**config.mk**
```make
export PLATFORM = sky130hd
export DESIGN_NAME = multiplexer_pipe_n
export DESIGN_NICKNAME = d
export VERILOG_FILES = /design/src/rtl/multiplexer_pipe_n.sv
export SDC_FILE = /design/constraint.sdc
export NUM_CORES = 1
export LEC_CHECK = 0
export ABC_AREA = 1
export BUFFER_PORTS_ARGS = -buffer_cell sky130_fd_sc_hd__buf_2
export CAP_MARGIN = 20
export CORE_MARGIN = 2
export CORE_UTILIZATION = 45
export CTS_CLUSTER_SIZE = 12
export DETAILED_ROUTE_END_ITERATION = 16
export PLACE_DENSITY = 0.87
export SLEW_MARGIN = 30
export SYNTH_ARGS = -nofsm -noshare
export SYNTH_HDL_FRONTEND = slang
export SYNTH_SLANG_ARGS = --single-unit
```
**constraint.sdc**
```tcl
create_clock -name i_clk -period 3.4 [get_ports i_clk]
set_clock_uncertainty 0.15 [all_clocks]
set_input_delay 0.68 -clock i_clk [delete_from_list [all_inputs] [get_ports i_clk]]
set_output_delay 0.68 -clock i_clk [all_outputs]
set_load 0.02 [all_outputs]
```
**src/rtl/multiplexer_pipe_n.sv**
```systemverilog
// Registered N-input operand selector with valid/ready handshake, flush and illegal-select flag.
// Optional saturating illegal-select counter on ERR_COUNT when MUX_SEL_ERR_CNT_EN is defined.
module multiplexer_pipe_n #(
    parameter int unsigned       WIDTH       = 32,
    parameter int unsigned       NUM_IN      = 5,
    parameter int unsigned       SEL_W       = 3,
    parameter logic [WIDTH-1:0]  DEFAULT_VAL = '0,
    parameter int unsigned       ERR_CNT_W   = 8
) (
    input  logic                    i_clk,
    input  logic                    i_reset,
    input  logic [NUM_IN*WIDTH-1:0] i_in_bus,
    input  logic [SEL_W-1:0]        i_select,
    input  logic                    i_in_valid,
    output logic                    o_in_ready,
    input  logic                    i_flush,
    output logic [WIDTH-1:0]        o_out,
    output logic                    o_out_valid,
    input  logic                    i_out_ready,
    output logic                    o_sel_err
`ifdef MUX_SEL_ERR_CNT_EN
    ,
    output logic [ERR_CNT_W-1:0]    o_err_count
`endif
);

    typedef enum logic [0:0] {StEmpty, StFull} state_e;

    state_e           r_state;
    logic [WIDTH-1:0] r_out;
    logic             r_sel_err;

    logic [WIDTH-1:0] w_sel_data;
    logic             w_illegal;
    logic             w_accept;

    // Codes NUM_IN .. 2**SEL_W-1 fall through to DEFAULT_VAL, so the result is never X.
    always_comb begin
        w_sel_data = DEFAULT_VAL;
        for (int unsigned k = 0; k < NUM_IN; k++) begin
            if (32'(i_select) == k) begin
                w_sel_data = i_in_bus[k*WIDTH +: WIDTH];
            end
        end
    end

    assign w_illegal   = (32'(i_select) >= NUM_IN);
    assign o_in_ready  = !i_flush && ((r_state == StEmpty) || i_out_ready);
    assign w_accept    = i_in_valid && o_in_ready;

    always_ff @(posedge i_clk) begin
        if (i_reset) begin
            r_state   <= StEmpty;
            r_out     <= '0;
            r_sel_err <= 1'b0;
        end else if (i_flush) begin
            r_state   <= StEmpty;
            r_sel_err <= 1'b0;
        end else if (w_accept) begin
            r_state   <= StFull;
            r_out     <= w_sel_data;
            r_sel_err <= w_illegal;
        end else if ((r_state == StFull) && i_out_ready) begin
            r_state   <= StEmpty;
        end
    end

    assign o_out       = r_out;
    assign o_out_valid = (r_state == StFull);
    assign o_sel_err   = r_sel_err;

`ifdef MUX_SEL_ERR_CNT_EN
    logic [ERR_CNT_W-1:0] r_err_count;

    // Not cleared by flush; w_accept already excludes flush cycles.
    always_ff @(posedge i_clk) begin
        if (i_reset) begin
            r_err_count <= '0;
        end else if (w_accept && w_illegal && (r_err_count != {ERR_CNT_W{1'b1}})) begin
            r_err_count <= r_err_count + 1'b1;
        end
    end

    assign o_err_count = r_err_count;
`endif

endmodule

```
==> reports/qor.yml, run 1 <==
ys_seq_area_share_pct: 23.6
finalPower_mw: 1.08
dpl.cell_count: 818
vias: 4090
relSlewSlack_pct: 56.4
rsz0062_at_grt: "false"
yosys.cell_count.top_type: "nand2_1"
ys_top_cells_by_count: "nand2_1, nor2_1, inv_1"
crit_chain: "buf_2, nand2_1, nor2_2, buf_4, nand2_1, nand2_1, inv_1, nand2_1, nand2_1, a21oi_1"
multi_input_area_um2: 1720
critPathBufInv: 3
drt_iter0_markers: 206
period_share_pct: 66.4
worst_pin_slew_ps: 655
powerDensity_nw_per_um2: 272
rr_endpoint: "o_out[18]"
place_ws_ps: 876
intPower_uw: 718
switchingPower_uw: 360
worstSetupPathDepth: 10
worstSetupEndpointType: "flip-flop"
routedWlPerCell_um: 12.4
layout-drive-gt1-share_pct: 29.8
io_pins: 203
cts_tree: "built"
clock-sinks: 34
cpLargestDelayFamily: "simple AND/OR/NAND/NOR gates"
antenna_found_initial: 0
syn_nets: 736
syn_inst: 568
cp.required_ps: 3460
area.growth.synth_to_final_pct: 37.7
fin_ws_ps: 1140
cp.arrival_ps: 2320
place_congestion: 0.930
grt_pass1_wl_um: 16500
cp_slowest_cell: "nor2_2"
die_area_um2: 7050
switching_share_pct: 33.4
yosys.area.top_type: "dfxtp_1"
yosysWarnings: 0
hold_violations: 0
r2r-start: "o_out_valid"
initial_core_util_pct: 45.9
ctsResizeCount: 0
final_util_pct: 63.1
synthArstFlopShare_pct: 0
timing.hold.ws_ps: 312
yosys-top-cells-area: "dfxtp_1, nand2_1, nor2_1, inv_1, a21oi_1"
place_area_um2: 3870
slowest_delay_ps: 410
n_antenna_cell: 0
die_w_um: 84.0
ant_nets: 0
grt_max_degree: 66
pwr-share-clk_pct: 29.5
p_seq_share_pct: 39.4
clk_path_buf_depth: 2
postSynthAreaPerCell_um2: 5.07
detailedRoute.firstPassIterationCount: 6
grt_pass1_vias: 3644
grt_usage_pct: 28.6
h-tree-depth: 2
hpwl_um: 7900
drcViolationCount: 0
worstHoldStart: "o_out[16]"
portBuffers: 202
post_cts_buffers: 0
start_kind: "input pin"
core_um2: 6280
fmax_mhz: 443
min_period_ps: 2260
viasPerCell: 4.95
rows: 29
ys.flop_type: "dfxtp_1"
ff_latch_area_um2: 681
path_clk_slew_ps: 70
die_y_um: 84.0
rrSetupSlack_ps: 1670
crit_fanout: 20
fin_cells: 826
leakage_nw: 2.49
worst_path_most_repeated_cell: "nand2_1"
ys_ff_latch: 34
synth-edff-count: 0
gr-total-overflow: 0
cap_violations: 0
clkLatencyLatePin_ps: 290
finalInstanceArea_um2: 3960
syn_area_um2: 2880
nNetsFinal: 916
routed_wl_um: 10200
clockRootBuffer: "clkbuf_8"
status: "finished, final reports clean"
holdPathStages: 2
hp-class: "flip-flop to flip-flop"
setup_viol: 0
hold_buffers: 0
fin_setup_tns_ps: 0
drv_slew: 0
synthDistinctLibCells: 19
vdd_ir_drop_max_mv: 0.240
nFillCells: 635
r2r_cells: 6
hold_path_end: "o_out[16]"
criticalPathCategory: "input pin to flip-flop"
numCtsBuffers: 5
synth_top_area_share_pct: 23.6
pwr-share-comb_pct: 31.1
==> registers in the layout, indices dropped and copies added (netlist names) <==
name and flops:
o_sel_err 1, o_out 32, o_out_valid 1
==> final cells by class <==
class,instances,share of cell area [%]
Sequential cell,34,17.2
Inverter,85,8.05
Multi-Input combinational cell,414,43.4
Tap cell,77,2.43
Clock buffer,7,2.18
Clock inverter,1,0.126
Timing Repair Buffer,208,26.6
==> metal layers <==
metal | GRT usage (%) | up-vias | share of wire [%]
met5 | 0 | - | 0
met4 | 9.09 | 0 | 2.9
met3 | 5.44 | 23 | 7.7
met2 | 52.1 | 214 | 50
met1 | 33.5 | 1783 | 39
li1 | - | 2070 | -
==> worst min-delay path: stages (launching register included) <==
cell and delay, ps:
dfxtp_1 310, nand2_1 60, a21oi_1 50
==> how the worst max path moves through the flow <==
| stage | startpoint | to | slack (ps) |
|---|---|---|---|
| after global placement | i_select[0] | o_out[26] | 940 |
| after detailed placement | i_select[0] | o_out[26] | 880 |
| after floorplan | i_out_ready | o_out[22] | 1370 |
| final | i_select[0] | o_out[26] | 1140 |
| after global routing | i_select[0] | o_out[20] | 910 |
| after CTS | i_select[0] | o_out[26] | 1170 |
==> cells by family after synthesis <==
kind of cell / share of synthesized area (%)
buffers and inverters: 16.7
AO/OA/AOI/OAI: 9.21
flip-flops: 23.6
AND/OR/NAND/NOR: 50.5
==> power groups by stage <==
stage / logic, mW / registers [mW] / clock network (mW)
6_report: 0.335 / 0.424 / 0.318
5_1_grt: 0.377 / 0.426 / 0.339
4_1_cts: 0.335 / 0.424 / 0.322
3_5_place_dp: 0.334 / 0.433 / 0
3_3_place_gp: 0.328 / 0.433 / 0
2_1_floorplan: 0.162 / 0.454 / 0
==> placed cells by master, fill, tap and decap left out, drive strengths merged <==
| master | instances |
|---|---|
| a21oi | 35 |
| buf | 208 |
| clkbuf | 7 |
| clkinv | 1 |
| dfxtp | 34 |
| inv | 85 |
| nand2 | 179 |
| nand3 | 34 |
| nand4 | 14 |
| nor2 | 133 |
| o21ai | 18 |
| or2 | 1 |
No activity file was read; power rests on OpenSTA's default activity.
==> inputs of run 2 (changes only) <==
CORE_UTILIZATION = 38   (was 45)
PLACE_DENSITY = 0.78   (was 0.87)
clock period = 1.94 ns   (was 3.4 ns; I/O delays follow)
==> reports/qor.yml, run 2 (synthesis results as in run 1) <==
status: "finished, final reports clean"
h-tree-depth: 2  # unchanged
criticalPathCategory: "flip-flop to output port"
dpl.cell_count: 847  # +3.5%
cap_violations: 0  # unchanged
grt_pass1_vias: 3674  # +0.82%
layout-drive-gt1-share_pct: 30.5  # +0.69 points
mostFrequentLayoutCells: "buf_2, nand2_1, nor2_1"
holdPathStages: 3  # +1
rr_endpoint: "o_out[0]"
clock-sinks: 34  # unchanged
ant_nets: 0  # unchanged
n_antenna_cell: 0  # unchanged
hold_path_end: "o_out_valid"
grt_usage_pct: 24.7  # -3.9 points
die_y_um: 91.0  # +8.4%
vdd_ir_drop_max_mv: 0.283  # +18%
antenna_found_initial: 0  # unchanged
leakage_nw: 2.55  # +2.3%
r2r_cells: 6  # unchanged
period_share_pct: 82.6
slowest_delay_ps: 320  # -90 ps
fin_ws_ps: 338  # -805 ps
drcViolationCount: 0  # unchanged
path_clk_slew_ps: 60  # about the same
vias: 4052  # -0.93%
initial_core_util_pct: 39.5  # -6.4 points
portBuffers: 202  # unchanged
nNetsFinal: 923  # +0.76%
grt_max_degree: 49  # -26%
drv_slew: 0  # unchanged
clk_path_buf_depth: 2  # unchanged
final_common_cell: "buf_2"
powerDensity_nw_per_um2: 454  # +67%
hpwl_um: 8300  # +5.1%
gr-total-overflow: 0  # unchanged
relSlewSlack_pct: 73.8  # +17 points
place_ws_ps: 160  # -716 ps
grt_pass1_wl_um: 16800  # +1.7%
post_cts_buffers: 0  # unchanged
numCtsBuffers: 5  # unchanged
cp.required_ps: 1400  # -2060 ps
rows: 31  # +6.9%
hold_buffers: 0  # unchanged
r2r-start: "o_out_valid"
hp-class: "input pin to flip-flop"
routed_wl_um: 10700  # +4.6%
worstHoldStart: "i_in_valid"
fmax_mhz: 624
routedWlPerCell_um: 12.5  # +1.2%
die_area_um2: 8290  # +18%
crit_fanout: 3  # -85%
finalInstanceArea_um2: 4090  # +3.3%
cp.arrival_ps: 1060  # -1260 ps
core_um2: 7290  # +16%
ctsResizeCount: 0  # unchanged
critPathLaunch: "o_out_valid"
fin_cells: 854  # +3.4%
die_w_um: 91.0  # +8.4%
clockRootBuffer: "clkbuf_8"
area.growth.synth_to_final_pct: 42.2
cp_slowest_cell: "dfxtp_1"
cts_tree: "built"
setup_viol: 0  # unchanged
cpLargestDelayFamily: "flip-flops"
clkLatencyLatePin_ps: 280  # about the same
place_congestion: 0.959  # +3.2%
rsz0062_at_grt: "false"
detailedRoute.firstPassIterationCount: 5  # -1
io_pins: 203  # unchanged
worstSetupEndpointType: "output port"
drt_iter0_markers: 164  # -20%
finalPower_mw: 1.86  # +72%
start_kind: "flip-flop"
place_area_um2: 4020  # +3.7%
viasPerCell: 4.74  # -4.2%
rrSetupSlack_ps: 450  # -1220 ps
min_period_ps: 1600
critPathBufInv: 1  # -2
fin_setup_tns_ps: 0  # unchanged
crit_chain: "a21oi_1, buf_2"
largest_reg_flops: 32  # unchanged
hold_violations: 0  # unchanged
worst_pin_slew_ps: 392  # -263 ps
run 2: cell types whose count changed in the layout (fill, tap and decap cells not counted):
cell      delta
clkbuf_8     -1
clkbuf_1     -1
buf_12       +5
buf_4        +2
clkinv_2     +1
run 2: tightest hold or removal path: stages:
cell and delay [ps]:
buf_2 100, a21oi_1 40, nor2_1 70
run 2: through the flow:
| step | utilization (%) | hold slack [ps] |
|---|---|---|
| global placement | 55.1 | 298 |
| detailed placement | 55.1 | 305 |
| finish | 56.1 | 206 |
| floorplan | - | 355 |
| global route | 56.1 | 228 |
| CTS | 56.1 | 204 |
run 2: power breakdown:
group	switching, mW	internal [mW]	total [mW]	leakage, nW
combinational	0.350	0.264	0.614	2.23
clock	0.256	0.241	0.497	0.0438
sequential	0.0176	0.728	0.746	0.276
run 2: layout make-up:
class	count	area, um2
Clock buffer	5	68.8
Clock inverter	2	10.0
Fill cell	799	3200
Inverter	85	319
Multi-Input combinational cell	414	1720
Sequential cell	34	681
Tap cell	99	124
Timing Repair Buffer	215	1170
run 2: worst max path at each step:
stage | to | slack [ps] | cells past startpoint
final | o_in_ready | 340 | 2
after detailed placement | o_out[4] | 160 | 8
after global routing | o_in_ready | 290 | 2
after CTS | o_in_ready | 330 | 2
after global placement | o_out[8] | 200 | 8
after floorplan | o_out[22] | 200 | 7
run 2: per-layer routing:
| metal | vias to the layer above | wire [um] | track usage (%) | share of wire [%] |
|---|---|---|---|---|
| met4 | 0 | 260 | 7.07 | 2.4 |
| li1 | 2081 | - | - | - |
| met5 | - | 0 | 0 | 0 |
| met3 | 22 | 769 | 5.06 | 7.2 |
| met1 | 1777 | 4200 | 27.7 | 39 |
| met2 | 172 | 5450 | 46.6 | 51 |
